--- src/rtl/p_common.sv ---
// Shared ALU types: preshift descriptor, result-source tag and output-register state.
package p_common;

  localparam int DATA_W  = 32;
  localparam int SHAMT_W = 5;

  // Encodings 5..7 are reserved; the preshifter passes data through for them.
  typedef enum logic [2:0] {
    SHIFT_NONE = 3'd0,
    SHIFT_SHL  = 3'd1,
    SHIFT_SHR  = 3'd2,
    SHIFT_ASL  = 3'd3,
    SHIFT_ASR  = 3'd4
  } e_shift_type;

  typedef struct packed {
    e_shift_type        typ;
    logic [SHAMT_W-1:0] amt;
  } s_shift;

  typedef enum logic {
    SRC_EX  = 1'b0,
    SRC_AGU = 1'b1
  } e_shift_src;

  typedef enum logic {
    ST_EMPTY = 1'b0,
    ST_FULL  = 1'b1
  } e_res_state;

endpackage

--- src/rtl/m_alu_preshifter.sv ---
// Combinational preshifter: SHL/ASL, SHR, ASR by amt; reserved types pass data unchanged.
// Zero latency, no flow control.
module m_alu_preshifter
  import p_common::*;
(
  input  logic [DATA_W-1:0] data,
  input  s_shift            shift,
  output logic [DATA_W-1:0] result
);

  always_comb begin
    result = data;
    case (shift.typ)
      SHIFT_SHL, SHIFT_ASL: result = data << shift.amt;
      SHIFT_SHR:            result = data >> shift.amt;
      SHIFT_ASR:            result = $unsigned($signed(data) >>> shift.amt);
      default:              result = data;
    endcase
  end

endmodule

--- src/rtl/m_alu_shift_arbiter.sv ---
// Two-requester arbiter into one shared preshifter with a one-entry result register; 1-cycle latency,
// accepts only when the register is empty or draining. ALU_SHIFT_ARB_RR_EN selects round-robin ties.
module m_alu_shift_arbiter
  import p_common::*;
#(
  parameter int TAG_W = 4
) (
  input  logic             clk,
  input  logic             rst,

  input  logic             req0_valid,
  output logic             req0_ready,
  input  logic [31:0]      req0_data,
  input  s_shift           req0_shift,
  input  logic [TAG_W-1:0] req0_tag,

  input  logic             req1_valid,
  output logic             req1_ready,
  input  logic [31:0]      req1_data,
  input  s_shift           req1_shift,
  input  logic [TAG_W-1:0] req1_tag,

  output logic             res_valid,
  input  logic             res_ready,
  output logic [31:0]      res_data,
  output e_shift_src       res_src,
  output logic [TAG_W-1:0] res_tag
);

  e_res_state       state;
  e_shift_src       grant;
  logic             can_accept;
  logic             accept;
  logic [31:0]      sel_data;
  s_shift           sel_shift;
  logic [TAG_W-1:0] sel_tag;
  logic [31:0]      shift_res;

`ifdef ALU_SHIFT_ARB_RR_EN
  e_shift_src last_grant;

  always_comb begin
    grant = SRC_EX;
    if (req0_valid && req1_valid)
      grant = (last_grant == SRC_EX) ? SRC_AGU : SRC_EX;
    else if (req1_valid)
      grant = SRC_AGU;
  end
`else
  always_comb begin
    grant = SRC_EX;
    if (!req0_valid && req1_valid)
      grant = SRC_AGU;
  end
`endif

  // Grant never looks at res_ready; only the accept window does.
  assign can_accept = !rst && ((state == ST_EMPTY) || res_ready);
  assign accept     = can_accept && (req0_valid || req1_valid);
  assign req0_ready = can_accept && (grant == SRC_EX);
  assign req1_ready = can_accept && (grant == SRC_AGU);

  always_comb begin
    sel_data  = req0_data;
    sel_shift = req0_shift;
    sel_tag   = req0_tag;
    if (grant == SRC_AGU) begin
      sel_data  = req1_data;
      sel_shift = req1_shift;
      sel_tag   = req1_tag;
    end
  end

  m_alu_preshifter u_preshifter (
    .data   (sel_data),
    .shift  (sel_shift),
    .result (shift_res)
  );

  always_ff @(posedge clk or posedge rst) begin
    if (rst) begin
      state     <= ST_EMPTY;
      res_valid <= 1'b0;
      res_data  <= '0;
      res_src   <= SRC_EX;
      res_tag   <= '0;
`ifdef ALU_SHIFT_ARB_RR_EN
      last_grant <= SRC_AGU;
`endif
    end else begin
      case (state)
        ST_EMPTY: begin
          if (accept) begin
            state     <= ST_FULL;
            res_valid <= 1'b1;
          end
        end
        ST_FULL: begin
          if (res_ready && !accept) begin
            state     <= ST_EMPTY;
            res_valid <= 1'b0;
          end
        end
        default: begin
          state     <= ST_EMPTY;
          res_valid <= 1'b0;
        end
      endcase
      // accept implies the register is empty or draining, so reloading here never clobbers a held result.
      if (accept) begin
        res_data <= shift_res;
        res_src  <= grant;
        res_tag  <= sel_tag;
`ifdef ALU_SHIFT_ARB_RR_EN
        last_grant <= grant;
`endif
      end
    end
  end

endmodule

--- config.mk ---
export PLATFORM = sky130hd
export DESIGN_NAME = m_alu_shift_arbiter
export DESIGN_NICKNAME = d
export VERILOG_FILES = /design/src/rtl/p_common.sv /design/src/rtl/m_alu_preshifter.sv /design/src/rtl/m_alu_shift_arbiter.sv
export SDC_FILE = /design/constraint.sdc
export NUM_CORES = 1
export LEC_CHECK = 0
export ABC_AREA = 0
export CAP_MARGIN = 10
export CELL_PAD_IN_SITES_DETAIL_PLACEMENT = 2
export CELL_PAD_IN_SITES_GLOBAL_PLACEMENT = 2
export CORE_MARGIN = 3
export CORE_UTILIZATION = 32
export DETAILED_ROUTE_END_ITERATION = 6
export GPL_TIMING_DRIVEN = 0
export PLACE_DENSITY_LB_ADDON = 0.08
export SLEW_MARGIN = 30
export SYNTH_ARGS = -nofsm -noshare
export SYNTH_HDL_FRONTEND = slang
export SYNTH_SLANG_ARGS = --single-unit
--- constraint.sdc ---
create_clock -name clk -period 3.3 [get_ports clk]
set_input_delay 0.33 -clock clk [delete_from_list [all_inputs] [get_ports clk]]
set_output_delay 0.33 -clock clk [all_outputs]
set_load 0.005 [all_outputs]
After elaboration in Yosys (flattened, before gate mapping):

Cells that the tools add are included.

* register bits after elaboration: 39
* bits in latches: 0
* RAM bits: 0
* ROM bits: 0
* input bits: 93
* output and inout port bits: 40
* word-level logic and storage cells: 40
* memories: 0

* $add $sub $neg: 0
* multipliers: 0
* divide/modulo/power cells: 0
* order comparisons: 0
* equality and inequality tests: 6
* shift operators: 3
* multiplexer cells: 11
* bitwise operators: 2
* reduce and logical (&&, ||, !) cells: 13

Operator list (count)
* 32-bit case mux with 3 select lines: 1
* 32-bit 2-to-1 mux: 1
* 32-bit by 5-bit left shift with 32-bit output: 1
* 32-bit by 5-bit right shift with 32-bit output: 1
* 32-bit by 5-bit >>> shifter with 32-bit output: 1
* 8-bit 2-to-1 mux: 1
* 3-bit by 2-bit == test with 1-bit output, second input constant: 2
* 1-bit logical AND: 6
* 1-bit 2-to-1 mux: 5
* 4-bit 2-to-1 mux: 1
* 1-bit case mux with 2 select lines: 2
* 3-bit by 1-bit == test with 1-bit output, second input constant: 1
* 3-bit == test, second input constant: 1
* 1-bit zero test: 3
* 1-bit logical OR: 2
* 2-bit by 1-bit != test with 1-bit output, second input constant: 1
* 2-bit != test, second input constant: 1
* 1-bit NOT: 2
* 2-bit AND reduction: 1
* 2-bit OR reduction: 1

Logic depth before layout (Yosys ltp):

* word-level depth: 8
* gate-level depth with buffers: 12
* gate-level depth less buffers: 8

Cells and area by module:

A second synthesis with hierarchy kept.

* cells, all modules: 743
* area, all modules: 7115.6 sq um

By module, submodules not included
* m_alu_preshifter: instances 1, cells an instance 601, area an instance 5079.9 sq um, seq. area each 0.0 sq um
* m_alu_shift_arbiter: instances 1, cells an instance 142, area an instance 2035.7 sq um, seq. area each 975.9 sq um

Least setup slack after synthesis:

OpenSTA, ideal clock, no wires.

* path kind: input port to flip-flop
* from: input port rst
* to: register res_data[13]
* setup time: 0.124 ns
* data arrival time: 2.625 ns
* required time: 3.176 ns
* path slack: 0.551 ns
* stages: 9
* path buffers: 2
* cells stage by stage: inv_1 > nand2_1 > or2_2 > clkbuf_1 > nor2_2 > buf_2 > nand2_1 > o221a_2 > o31a_1

* longest elaborated chain between the ends: 3

RTL lines
* start, declared: RTL line m_alu_shift_arbiter.sv:9 `input logic rst,`
* 1-bit zero test (no line)
* 1-bit logical AND: RTL line m_alu_shift_arbiter.sv:58 `assign can_accept = !rst && ((state == ST_EMPTY) || res_ready);`
* 1-bit logical AND: RTL line m_alu_shift_arbiter.sv:59 `assign accept = can_accept && (req0_valid || req1_valid);`
* end signal, assigned: RTL line m_alu_shift_arbiter.sv:111 `res_data <= shift_res;`
* end, declared: RTL line m_alu_shift_arbiter.sv:25 `output logic [31:0] res_data,`

Every way passes these cells.
A chain may end at the register's enable or synchronous reset.

Final worst setup path:

* from: input port req1_shift[1] in the netlist's numbering
* to: register res_data[2]

* longest elaborated chain between the ends: 3
* elaborated cells between the ends (all ways): 5
* those cells by class: shift (3); mux (2)

RTL lines
* start, declared: RTL line m_alu_shift_arbiter.sv:20 `input s_shift req1_shift,`
* 8-bit 2-to-1 mux *: RTL line m_alu_shift_arbiter.sv:67 `if (grant == SRC_AGU) begin`
* 32-bit by 5-bit >>> shifter with 32-bit output (tied with other cells): RTL line m_alu_preshifter.sv:16 `SHIFT_ASR: result = $unsigned($signed(data) >>> shift.amt);`
* 32-bit case mux with 3 select lines *: RTL line m_alu_preshifter.sv:13 `case (shift.typ)`

Every way passes the cells marked *; elsewhere a longest branch is shown, timed or not.

==> out/results.tsv <==
metric	value	unit
Synth Area in Compound Gates	33.0	%
Async SR Flop Fraction	100	%
DRC	0	
Worst path slowest cell	dlygate4sd2_1	
Initial Util	32.8	%
CTS Buf Count	5	
HP Class	input port to asynchronous set/reset pin	
Rel. slew slack	32.6	%
H-tree depth	2	
RSZ-0062 raised after global routing	yes	
Syn Nets	1096	
clk_skew	0.0132	ns
multiplexer share of the synthesized area	15.2	%
hold buffers post-CTS	0	
Initial DRC Count	1446	
flop2flop setup slack	0.61	ns
Largest stage delay, worst path	0.53	ns
RR Startpoint	state$_DFF_PP0_	
syn avg cell area	6.89	µm²
CP required	3.47	ns
maximum clock frequency	296	MHz
DRT antenna net count	0	
Final Critical Period	3.38	ns
wire length per cell	37.4	µm
WHS	0.298	ns
# nets final	1235	
main flop type after synthesis	dfrtp_1	
Final setup viols	8	
P per Cell Area	367	nW/µm²
failing checks	setup timing	
Worst Setup EP	res_data[2]$_DFFE_PP0P_	
clk buf depth	2	
# fillers	2548	
final design utilization	42.4	%
area share of and/or/nand/nor cells after synthesis	29.2	%
XOR/XNOR Fraction of Synth Area	0	%
share of layout cells above drive strength 1	12.2	%
leakage power	3.40	nW
I/O pins	133	
clock-pin slew on the worst setup and hold paths	0.08	ns
synthesized cell area	6910	µm²
CP Depth	11	
Final Max Slew Viols	0	
Worst EP arrival	3.55	ns
GRT Resource Usage Total	43.2	%
Synth warnings	0	
worst skew pair latency	0.30	ns
status	finished, violations left	
Finished Cell Area	8940	µm²
Worst Path Buf+Inv	3	
vias per cell	7.32	
clock sinks	39	
die height	153	µm
Crit Path Class	input port to flip-flop	
Least-Margin Pin Slew	1.00	ns
nature of the critical path startpoint	input port	
post-route setup slack	-0.0821	ns
Post-Syn Instances	1003	
Overflow after GRT	0	
R2R cell count	8	
gpl congestion	1.05	
first-pass GRT wire length	75600	µm
crit-path cells	dlygate4sd2_1 > buf_4 > buf_2 > nor4bb_1 > a31oi_1 > nand2_1 > o21ai_1 > mux2i_2 > o22ai_2 > a2111oi_4 > nor2_1	
DR vias	10400	
total die area	23400	µm²
EDFF count, synth	0	
Critical Path Sink Type	flip-flop	
Peak VDD IR	0.202	mV
post-synthesis adder-cell area fraction	0	%
largest family of logic cells by synthesized area	compound AO/OA/AOI/OAI gates	
Crit Path Max Fanout	10	
Layout area overhead	29.4	%
Seq/Total Area, Yosys	14.1	%
Tcrit/Tclk final	102	%
CTS tree	built	
initial antenna violation count	0	
DRT Pass-1 Iters	5	
core area	21100	µm²
setup_tns	-0.247	ns
Cell Area, Placed	8580	µm²
Setup crit start	req1_shift[1]	
IO buf count	130	
worst slack at placement	-0.960	ns
RR Endpoint	res_data[29]$_DFFE_PP0P_	
die width	153	µm
Netlist cell types	75	
FP Rows	53	
total of max-cap violations	0	
Post-DP HPWL	41500	µm
largest net degree at the start of global routing	30	
synthesis-stage register bit count	39	
vias in the first global route	10600	
Crit path max-delay family	buffers and inverters	
Clk Tree Root Cell	clkbuf_16	
Hold Fails Final Rpt	0	
drt total wl	53100	µm
-- placed cells by master, fill, tap and decap left out, types with 28 or more instances in the layout --
cell / synthesis / routed
a21oi_1: 67 / 65
a31oi_1: 66 / 63
buf_2: 50 / 40
clkdlybuf4s50_1: 0 / 127
dfrtp_1: 39 / 39
inv_1: 29 / 28
mux2i_1: 68 / 62
nand2_1: 131 / 131
nand3_1: 64 / 63
nor2_1: 86 / 85
o21ai_0: 54 / 51
o22ai_1: 35 / 34
-- stage by stage --
step                power [W]  instances
floorplan             0.00156       1003
global placement      0.00249       1408
detailed placement    0.00253       1409
CTS                   0.00317       1418
global route          0.00337       1418
finish                0.00328       1419
-- synthesized netlist by cell type, drive strengths merged, types with 7 or more instances --
master  instances  area [µm²]
buf            67         363
nor3           23         126
or3            12        75.1
nand2b          7        46.3
a31oi          67         425
mux2i          73         776
nor4bb         22         220
mux2           16         188
nor2           87         329
nor4b          22         199
o22ai          35         219
a211oi         20         150
nand2         131         492
o21ai          64         320
a21oi          67         335
clkbuf         29         109
o221ai         14         123
inv            29         109
nand3          64         320
dfrtp          39         976
o211ai         23         173
o311ai         11        96.4
-- worst register-to-register path, cell delays in order (launching register included) --
cell and delay (ns):
dfrtp_1 0.41, nand2b_1 0.11, nand2_1 0.13, nor2_1 0.19
buf_2 0.39, clkbuf_1 0.63, nand4_1 0.43, o221ai_1 0.22
nor2_1 0.06
-- sequential cells by signal, summed over array words and instances, names as in the netlist --
register,cells
res_tag,4
res_src,1
res_data,32
state,1
res_valid,1
-- where the power goes --
group	internal [W]	switching [W]
combinational	0.000738	0.00128
clock	0.000361	0.000244
sequential	0.000588	0.0000739
-- layer usage --
| metal | track usage, % | routed length (µm) |
|---|---|---|
| met1 | 57.4 | 21000 |
| met2 | 64.6 | 22100 |
| met3 | 9.88 | 5940 |
| met4 | 24.3 | 4050 |
| met5 | 0 | 0 |
-- what timing repair did --
item | CTS | global route
buffers inserted | 2 | 0
setup endpoints to repair | 39 | 22
pin swaps | 0 | 0
gates resized for setup | 47 | 15
-- cells by family after synthesis --
family | count (synthesis)
simple gates | 396
compound gates | 350
buf+inv | 125
mux | 93
flops | 39
-- worst min-delay path by stage --
stage	endpoint	cells past startpoint	start
floorplan	res_valid$_DFFE_PP0P_	1	res_ready
global route	state$_DFF_PP0_	2	rst
global placement	res_src$_DFFE_PP0P_	1	res_src$_DFFE_PP0P_
CTS	state$_DFF_PP0_	2	rst
detailed placement	res_data[24]$_DFFE_PP0P_	2	res_data[24]$_DFFE_PP0P_
finish	state$_DFF_PP0_	2	rst
-- cell type report --
type                            count  area [µm²]  area share [%]
Inverter                           29         109            1.22
Clock buffer                        5         125            1.40
Timing Repair Buffer              133        1330            14.9
Antenna cell                        1        2.50          0.0280
Sequential cell                    39         976            10.9
Multi-Input combinational cell    839        5490            61.4
Tap cell                          275         344            3.85
Clock inverter                      3        46.3           0.518
Buffer                             95         524            5.86
No activity file was read; power rests on OpenSTA's default activity.
